[src/rtl/uart_tx_mmio.sv]
// Memory-mapped 8N1 UART transmitter: byte FIFO filled by TXDATA stores,
// STATUS readable over the load port, memWait stalls stores into a full FIFO.
module uart_tx_mmio #(
  parameter int unsigned CLKS_PER_BIT = 434,
  parameter int unsigned FIFO_DEPTH   = 8
) (
  input  logic        CLK,
  input  logic        RST,
  input  logic        sel,
  input  logic [1:0]  A,
  input  logic        WE,
  input  logic        RE,
  input  logic [3:0]  byteena,
  input  logic [31:0] WD,
  output logic [31:0] RD,
  output logic        memWait,
  output logic        TX
);

  localparam int unsigned PTR_W  = (FIFO_DEPTH > 1) ? $clog2(FIFO_DEPTH) : 1;
  localparam int unsigned CNT_W  = $clog2(FIFO_DEPTH) + 1;
  localparam int unsigned BAUD_W = $clog2(CLKS_PER_BIT);
  localparam logic [BAUD_W-1:0] BAUD_LAST = BAUD_W'(CLKS_PER_BIT - 1);
  localparam logic [CNT_W-1:0]  CNT_FULL  = CNT_W'(FIFO_DEPTH);

  typedef enum logic [1:0] {S_IDLE, S_START, S_DATA, S_STOP} state_e;

  state_e              state_q;
  logic [7:0]          mem_q [FIFO_DEPTH];
  logic [PTR_W-1:0]    wr_ptr_q, rd_ptr_q;
  logic [CNT_W-1:0]    count_q;
  logic [BAUD_W-1:0]   baud_q;
  logic [2:0]          bitcnt_q;
  logic [7:0]          shift_q;
  logic                tx_q;
  logic [31:0]         rd_q;

  logic       full, empty, store_hit, push, pop, baud_last, busy;
  logic [7:0] head;
  logic [3:0] cnt4;
  logic [31:0] status;
  logic       unused_ok;

  assign full      = (count_q == CNT_FULL);
  assign empty     = (count_q == '0);
  assign store_hit = sel & WE & (A == 2'd0) & byteena[0];
  assign push      = store_hit & ~full;
  assign memWait   = store_hit & full;
  assign baud_last = (baud_q == BAUD_LAST);
  assign busy      = (state_q != S_IDLE);
  assign head      = mem_q[rd_ptr_q];
  // The head is consumed from IDLE, or at the end of a stop bit for back-to-back frames.
  assign pop       = ~empty & ((state_q == S_IDLE) | ((state_q == S_STOP) & baud_last));
  assign cnt4      = 4'(count_q);
  assign status    = {24'b0, cnt4, 1'b0, busy, empty, full};
  assign unused_ok = ^{WD[31:8], byteena[3:1]};

  // FIFO storage (no reset needed: validity tracked by count/pointers)
  always_ff @(posedge CLK) begin
    if (push) mem_q[wr_ptr_q] <= WD[7:0];
  end

  // FIFO pointers and occupancy
  always_ff @(posedge CLK) begin
    if (RST) begin
      wr_ptr_q <= '0;
      rd_ptr_q <= '0;
      count_q  <= '0;
    end else begin
      if (push) wr_ptr_q <= wr_ptr_q + PTR_W'(1);
      if (pop)  rd_ptr_q <= rd_ptr_q + PTR_W'(1);
      case ({push, pop})
        2'b10:   count_q <= count_q + CNT_W'(1);
        2'b01:   count_q <= count_q - CNT_W'(1);
        default: count_q <= count_q;
      endcase
    end
  end

  // Transmitter FSM with registered serial output
  always_ff @(posedge CLK) begin
    if (RST) begin
      state_q  <= S_IDLE;
      tx_q     <= 1'b1;
      baud_q   <= '0;
      bitcnt_q <= '0;
      shift_q  <= '0;
    end else begin
      case (state_q)
        S_IDLE: begin
          tx_q   <= 1'b1;
          baud_q <= '0;
          if (pop) begin
            shift_q <= head;
            state_q <= S_START;
            tx_q    <= 1'b0;
          end
        end
        S_START: begin
          if (baud_last) begin
            baud_q   <= '0;
            bitcnt_q <= '0;
            state_q  <= S_DATA;
            tx_q     <= shift_q[0];
          end else begin
            baud_q <= baud_q + BAUD_W'(1);
          end
        end
        S_DATA: begin
          if (baud_last) begin
            baud_q   <= '0;
            shift_q  <= {1'b0, shift_q[7:1]};
            bitcnt_q <= bitcnt_q + 3'd1;
            if (bitcnt_q == 3'd7) begin
              state_q <= S_STOP;
              tx_q    <= 1'b1;
            end else begin
              tx_q <= shift_q[1];
            end
          end else begin
            baud_q <= baud_q + BAUD_W'(1);
          end
        end
        S_STOP: begin
          if (baud_last) begin
            baud_q <= '0;
            if (pop) begin
              shift_q <= head;
              state_q <= S_START;
              tx_q    <= 1'b0;
            end else begin
              state_q <= S_IDLE;
              tx_q    <= 1'b1;
            end
          end else begin
            baud_q <= baud_q + BAUD_W'(1);
          end
        end
        default: begin
          state_q <= S_IDLE;
          tx_q    <= 1'b1;
          baud_q  <= '0;
        end
      endcase
    end
  end

  // Load port: STATUS at offset 1, everything else reads zero
  always_ff @(posedge CLK) begin
    if (RST) begin
      rd_q <= '0;
    end else if (sel & RE) begin
      rd_q <= (A == 2'd1) ? status : 32'd0;
    end
  end

  assign RD = rd_q;
  assign TX = tx_q;

endmodule
[config.mk]
export PLATFORM = sky130hd
export DESIGN_NAME = uart_tx_mmio
export DESIGN_NICKNAME = d
export VERILOG_FILES = /design/src/rtl/uart_tx_mmio.sv
export SDC_FILE = /design/constraint.sdc
export NUM_CORES = 1
export LEC_CHECK = 0
export CORE_ASPECT_RATIO = 0.75
export CORE_MARGIN = 1
export CORE_UTILIZATION = 53
export DETAILED_ROUTE_END_ITERATION = 7
export PLACE_DENSITY_LB_ADDON = 0.1
export SYNTH_ARGS = -nofsm -noshare
export SYNTH_HDL_FRONTEND = slang
export SYNTH_SLANG_ARGS = --single-unit
[constraint.sdc]
create_clock -name CLK -period 3.55 [get_ports CLK]
set_clock_uncertainty 0.15 [all_clocks]
set_input_delay 0.71 -clock CLK [delete_from_list [all_inputs] [get_ports CLK]]
set_output_delay 0.71 -clock CLK [all_outputs]
set_load 0.02 [all_outputs]
Word-level counts from Yosys, hierarchy flattened
Memories as Yosys holds them, arrays and structs flattened. A register that Yosys moved wholly into a read port is not among the register bits.
Cells that the tools add are included.

cells by class
  bitwise operators = 11
  equality and inequality tests = 14
  reductions and logical operators = 12
  $add $sub $neg = 6
  muxes and demuxes = 28

operators with widths
  operator                                       count
  two-way mux 8 bit                              4
  case mux 8 bit (3 select lines)                1
  case mux 9 bit (2 select lines)                1
  two-way mux 3 bit                              4
  two-way mux 2 bit                              5
  inequality test 2 bit, second input constant   5
  adder 3 x 1 -> 3 bit, second input constant    3
  adder 9 x 1 -> 9 bit, second input constant    1
  == test 9 bit, second input constant           1
  two-way mux 9 bit                              1
  AND reduction 3 bit                            3
  bitwise AND 1 bit                              8
  two-way mux 1 bit                              8
  case mux 2 bit (4 select lines)                1
  case mux 4 bit (2 select lines)                1
  == test 2 x 1 -> 1 bit, second input constant  3
  == test 2 bit, second input constant           3
  case mux 3 bit (2 select lines)                1
  nonzero test 2 bit                             3
  AND reduction 5 bit                            1
  adder 4 x 1 -> 4 bit, second input constant    1
  == test 4 bit, second input constant           1
  logical NOT 2 bit                              2
  logical NOT 4 bit                              1
  other kinds (7)                                8

storage, ports and cells
  memories kept = 1
  logic and storage cells = 81
  register bits = 65
  RAM bits = 64
  bits of input ports = 43
  output and inout port bits = 34

memories
  memory  depth  width  rd ports  clocked after Yosys merged registers in  wr ports  line  source
  mem_q   8      8      1         1                                        1         29    logic [7:0] mem_q [FIFO_DEPTH];

Longest topological paths before layout
Gate-level depths: netlist (run 1).

  depth in word-level cells = 7
  mapped depth = 12
  depth with buffers taken out = 11

Worst setup path before layout (run 1)
No wires, ideal clock.

  kind = input port to flip-flop
  from = in A[1]
  to = reg count_q[2] (netlist: cnt4[2])
  path buffers = 1
  slack = 0.518 ns
  data required time = 3.336 ns
  setup time = 0.064 ns
  stages on the path = 9
  arrival = 2.818 ns
  cell sequence = nand4b_1 nor3_4 clkinv_1 ha_1 clkbuf_1 xor2_1 ha_1 or4b_2 nand4_1

between the ends
  cells in the longest elaborated chain, start to end = 6
  elaborated cells between the ends (all ways) = 8
  those cells by class = 2 x eq/ne; 1 x mux; 3 x bitwise; 2 x reduce/logical

ends and longest elaborated chain
  item                                                                   line  source
  start, declared                                                        10    input logic [1:0] A,
  logical NOT 2 bit (*)                                                  46    assign store_hit = sel & WE & (A == 2'd0) & byteena[0];
  bitwise AND 1 bit (*) (2 in a row)                                     46
  bitwise AND 1 bit (*)                                                  47    assign push = store_hit & ~full;
  == test 2 x 1 -> 1 bit or == test 2 bit (tied branches)                72    case ({push, pop})
  case mux 4 bit (2 select lines) or nonzero test 2 bit (tied branches)  n/a
  end signal, assigned                                                   73    2'b10: count_q <= count_q + CNT_W'(1);
  end signal, assigned                                                   74    2'b01: count_q <= count_q - CNT_W'(1);
  end signal, assigned                                                   75    default: count_q <= count_q;
  end, declared                                                          31    logic [CNT_W-1:0] count_q;

Every way passes the cells marked *; elsewhere a longest branch is shown, timed or not.
A chain may end at the register's enable or synchronous reset.

Worst setup path in the final report (run 1)
  from = in A[1]
  to = out memWait

between the ends
  cells in the longest elaborated chain, start to end = 4

ends and longest elaborated chain
  item                            line  source
  logical NOT 2 bit               46
  bitwise AND 1 bit (2 in a row)  46
  bitwise AND 1 bit               48    assign memWait = store_hit & full;
  end, declared                   16    output logic memWait,

Every way passes these cells.

==> qor.yml, run 1 <==
fmax_mhz: 312
post_cts_buffers: 0
path_clk_slew_ps: 70
port_buffers: 24
crit_chain: "clkdlybuf4s50_1 > nand4b_1 > nor3b_1 > clkdlybuf4s50_1"
final_util_pct: 62.5
num_vias: 2801
slowest_stage: "clkdlybuf4s50_1"
diodes: 0
ys_types: 59
areaGrowthSynthToFinish_pct: 12.4
hold_class: "reg -> reg"
path_class: "in -> out"
htreeDepth: 3
start_util_pct: 55.6
cts.sinks: 107
power_density_nw_per_um2: 639
fin_nets: 452
rows: 29
path_max_fanout: 3
antenna_found_initial: 0
timing.rr.end: "cnt4[2]$_SDFFE_PP0P_"
via_per_inst: 5.52
fp.dieH_um: 84.3
drv_slew: 0
rrSetupSlack_ps: 460
ys_async_sr_fraction_pct: 0
final-setup-viol-count: 0
violations: "design-rule violations"
rsz0062_at_grt: "false"
dieArea_sq_um: 9410
drtPass1Iterations: 6
antenna_left: 0
avgSynthCellArea_sq_um: 13.2
fill_cells: 697
grt-ovfl-total: 0
syn_area_sq_um: 4780
cts_tree: "done"
gp_congestion: 0.799
hold_violations: 0
startpoint_type: "input port"
synth_warnings: 0
slowest_delay_ps: 650
grt_util_all_layers_pct: 19.6
synth_seq_cells: 107
hold_buffers: 0
cp.required_ps: 2690
worst-r2r-cell-count: 9
fp.dieW_um: 112
crit_path_frequent_cell: "clkdlybuf4s50_1"
core_sq_um: 8600
first_global_vias: 2701
ctsResizeCount: 0
synth_edf_count: 64
drc: 7
hold_end: "TX$_SDFFE_PP1P_"
period_needed_ps: 3200
drt-initial-drc-count: 152
grt_max_degree: 23
ir_worst_vdd_mv: 0.322
p_leak_uw: 0.00184
fin_tns_setup_ps: 0
yosysSeqAreaShare_pct: 58.2
drive_gt1_share_pct: 15.3
tightest_slew_ps: 812
routedWlPerCell_um: 16.5
relSlewSlack_pct: 45.8
numCtsBuffers: 9
period_share_pct: 90.2
clk_latency_ps: 340
synth_ff_type: "edfxtp_1"
endpoint_kind: "primary output"
dp_hpwl_mm: 5.64
clock_path_buffers: 2
synth_cells: 361
cp_data_arrival_time_ps: 2340
pin_count: 77
maxCapViolCount: 0
worstHoldStart: "TX$_SDFFE_PP1P_"
p_total_uw: 3430
r2r_start: "baud_q[0]$_SDFF_PP0_"
wirelength_mm: 8.37
holdPathStages: 2
grt_pass1_wl_mm: 13.8
cts-root-buf: "clkbuf_16"
outcome: "finished, violations left"
[critical path, delay by kind of cell]
family / cells / cell delay (ps)
buffers and inverters: 2 / 1060
AND/OR/NAND/NOR: 2 / 560
[cell families after synthesis]
family,count (synthesis),synth area share [%]
compound gates,56,8.64
xor+xnor,12,2.20
fa+ha+maj,14,3.66
buf+inv,48,6.07
flops,107,58.2
mux,27,9.89
other cells,1,0.0784
simple gates,96,11.3
[report_power, final]
group	switching, uW	internal [uW]
clock	414	463
combinational	561	469
sequential	119	1410
[metrics by stage]
step | worst slack (ps) | instances | instance area (sq um) | hold WS (ps)
global placement | 214 | 492 | 5110 | 298
detailed placement | 188 | 492 | 5110 | 313
finish | 349 | 507 | 5370 | 324
floorplan | 518 | 385 | 4870 | 292
CTS | 328 | 507 | 5370 | 328
global route | 248 | 507 | 5370 | 354
[registers in the layout (all words and copies together), names as in the netlist, named ones only]
signal    count
RD            7
state_q       2
bitcnt_q      3
mem_q        64
cnt4          4
baud_q        9
TX            1
rd_ptr_q      3
wr_ptr_q      3
shift_q       8
[placed cells by master (no fill, tap or decap), types with 3 or more instances in the layout]
cell,synthesis,layout
and3_1,3,3
o21ai_0,12,12
buf_4,26,14
clkdlybuf4s50_1,0,24
mux2i_1,9,9
nand2_1,20,20
a22oi_1,11,11
nor3b_1,4,4
dfxtp_1,43,43
nand4_1,3,3
nand3_1,6,6
edfxtp_1,64,64
a21oi_1,7,7
nor2_1,36,36
conb_1,1,25
a22o_1,9,9
clkinvlp_2,0,3
xor2_1,5,5
nor3_1,4,4
inv_1,8,8
xnor2_1,7,7
mux4_2,16,16
ha_1,14,14
clkbuf_16,0,9
[worst max path at each step]
stage	cells after the start	end	start
final	4	memWait	A[1]
after global routing	4	memWait	A[1]
after CTS	4	memWait	A[1]
after detailed placement	8	cnt4[2]$_SDFFE_PP0P_	A[1]
after global placement	8	cnt4[2]$_SDFFE_PP0P_	A[1]
after floorplan	9	cnt4[2]$_SDFFE_PP0P_	A[1]
[synth_stat cells (2+ instances only)]
master / number / share of area [%]
edfxtp_1: 64 / 40
dfxtp_1: 43 / 18
nor2_1: 36 / 2.8
buf_4: 26 / 4.1
nand2_1: 20 / 1.6
mux4_2: 16 / 7.5
ha_1: 14 / 3.7
o21ai_0: 12 / 1.3
a22oi_1: 11 / 1.7
a22o_1: 9 / 1.6
mux2i_1: 9 / 1.9
inv_1: 8 / 0.63
a21oi_1: 7 / 0.73
clkbuf_1: 7 / 0.55
xnor2_1: 7 / 1.3
nand3_1: 6 / 0.63
xor2_1: 5 / 0.92
buf_2: 4 / 0.42
nor3_1: 4 / 0.42
nor3b_1: 4 / 0.63
nor4b_1: 4 / 0.73
and3_1: 3 / 0.39
nand4_1: 3 / 0.39
mux2_2: 2 / 0.47
nor2b_1: 2 / 0.26
o21bai_1: 2 / 0.31
[layout make-up]
| cell class | count | area (sq um) | share of cell area, % |
|---|---|---|---|
| Clock buffer | 9 | 225 | 4.19 |
| Clock inverter | 6 | 33.8 | 0.629 |
| Inverter | 9 | 33.8 | 0.629 |
| Multi-Input combinational cell | 230 | 1820 | 33.8 |
| Sequential cell | 107 | 2780 | 51.8 |
| Tap cell | 108 | 135 | 2.52 |
| Timing Repair Buffer | 38 | 345 | 6.43 |
[metal layers]
layer  track usage [%]  vias to the layer above  part of all wire [%]
li1                  -                     1361                     -
met4              5.28                        0                  0.84
met3              6.21                        7                   6.0
met2              29.2                       75                    44
met1              27.6                     1358                    49
met5                 0                        -                     0
(Power assumes the default switching activity.)
==> inputs of run 2 (changes only) <==
--- a/config.mk
+++ b/config.mk
@@ -10,6 +10,7 @@
 export CORE_UTILIZATION = 53
 export DETAILED_ROUTE_END_ITERATION = 7
 export PLACE_DENSITY_LB_ADDON = 0.1
+export SKIP_LAST_GASP = 1
 export SYNTH_ARGS = -nofsm -noshare
 export SYNTH_HDL_FRONTEND = slang
 export SYNTH_SLANG_ARGS = --single-unit
==> results of run 2 <==
No change in the layout: final DEF, timing and power equal those of run 1.
==> inputs of run 3 (changes only) <==
--- a/config.mk
+++ b/config.mk
@@ -6,8 +6,7 @@
 export NUM_CORES = 1
 export LEC_CHECK = 0
 export CORE_ASPECT_RATIO = 0.75
-export CORE_MARGIN = 1
-export CORE_UTILIZATION = 53
+export CORE_UTILIZATION = 45
 export DETAILED_ROUTE_END_ITERATION = 7
 export PLACE_DENSITY_LB_ADDON = 0.1
 export SKIP_LAST_GASP = 1
==> run 3 against run 2 <==
Against the previous run: the flow now finishes without violations; critical path type unchanged; critical path depth unchanged; clock power increased by 3.2%; highest routed layer unchanged; sequential power about the same; global-route usage fell by 2.3 points; design area up 1.0%; flip-flop and latch count unchanged; setup slack improved by 64 ps; first-iteration DRC count is 14% higher; die area up 17%; core utilization is 9.7 points lower; sequential share of layout area decreased by 0.54 points; maximum frequency grew 2.0%.
==> qor.yml, run 3 (same netlist as run 1, synthesis figures left out) <==
outcome: "complete, no violations"
relSlewSlack_pct: 43.6
wirelength_mm: 8.69
final-setup-viol-count: 0
hold_buffers: 0
p_leak_uw: 0.00186
routedWlPerCell_um: 16.2
grt-ovfl-total: 0
layout_commonest_cell: "edfxtp_1"
cp_data_arrival_time_ps: 2280
largestRegisters: "mem_q (64), baud_q (9), shift_q (8)"
numCtsBuffers: 9
diodes: 0
cts-root-buf: "clkbuf_16"
gp_congestion: 0.771
hold_class: "reg -> reg"
regMostFlops: "mem_q"
fill_cells: 879
drtPass1Iterations: 5
via_per_inst: 5.32
antenna_found_initial: 0
ctsResizeCount: 0
path_class: "in -> out"
worst-r2r-cell-count: 8
drive_gt1_share_pct: 15.5
antenna_left: 0
period_share_pct: 88.4
tightest_slew_ps: 845
holdPathStages: 1
fin_cells: 537
grt_max_degree: 23
fp.dieW_um: 121
power_density_nw_per_um2: 644
dp_hpwl_mm: 5.96
maxCapViolCount: 0
ir_worst_vdd_mv: 0.273
period_needed_ps: 3140
dieArea_sq_um: 11000
grt_pass1_wl_mm: 14.3
start_util_pct: 46.5
drv_slew: 0
fp.dieH_um: 91.3
clk_latency_ps: 340
hold_violations: 0
drt-initial-drc-count: 173
cts.sinks: 107
fmax_mhz: 319
htreeDepth: 3
fin_tns_setup_ps: 0
grt_util_all_layers_pct: 17.3
num_vias: 2856
clock_path_buffers: 2
fin_nets: 453
first_global_vias: 2736
port_buffers: 24
cp.required_ps: 2690
pin_count: 77
post_cts_buffers: 0
mostFrequentLayoutCells: "64 x edfxtp_1, 43 x dfxtp_1, 36 x nor2_1"
core_sq_um: 10300
regArea_sq_um: 2780
multiInputGateArea_sq_um: 1820
path_clk_slew_ps: 60
p_total_uw: 3500
largest_reg_flops: 64
cts_tree: "done"
drc: 0
path_max_fanout: 3
areaGrowthSynthToFinish_pct: 13.6
post-place-cells: 521
endpoint_kind: "primary output"
rsz0062_at_grt: "false"
rows: 32
startpoint_type: "input port"
run 3: worst paths after layout:
| kind | startpoint | to | slack [ps] |
|---|---|---|---|
| max | sel | memWait | 410 |
| min | shift_q[7]$_SDFFE_PP0P_ | shift_q[7]$_SDFFE_PP0P_ | 320 |
| min reg2reg | shift_q[7]$_SDFFE_PP0P_ | shift_q[7]$_SDFFE_PP0P_ | 320 |
| max reg2reg | baud_q[0]$_SDFF_PP0_ | cnt4[2]$_SDFFE_PP0P_ | 460 |
run 3: metrics by stage:
step	util (%)	hold slack (ps)	setup WS (ps)	area [sq um]
after global routing	52.8	341	332	5430
after global placement	50.1	298	214	5160
final	52.8	318	413	5430
after detailed placement	50.1	308	163	5160
after floorplan	-	292	518	4870
after CTS	52.8	323	400	5430
run 3: layout make-up:
type / count / area share (%)
Tap cell: 136 / 3.13
Timing Repair Buffer: 39 / 6.50
Multi-Input combinational cell: 230 / 33.5
Clock buffer: 12 / 4.54
Sequential cell: 107 / 51.3
Clock inverter: 4 / 0.484
Inverter: 9 / 0.622
run 3: layer usage:
metal | global-route usage [%] | routed length (um) | vias to the layer above
met1 | 25.3 | 4440 | 1406
met2 | 25.1 | 3790 | 74
met3 | 4.21 | 363 | 8
met4 | 5.25 | 94 | 0
met5 | 0 | 0 | -
li1 | - | - | 1368
run 3: critical path: stages:
cell,delay (ps)
clkdlybuf4s50_1,480
nand4b_1,200
nor3b_1,240
clkdlybuf4s50_1,640
run 3: power breakdown:
part | switching [uW] | total [uW] | internal, uW
Clock | 410 | 905 | 495
Combinational | 581 | 1060 | 480
Sequential | 125 | 1530 | 1410
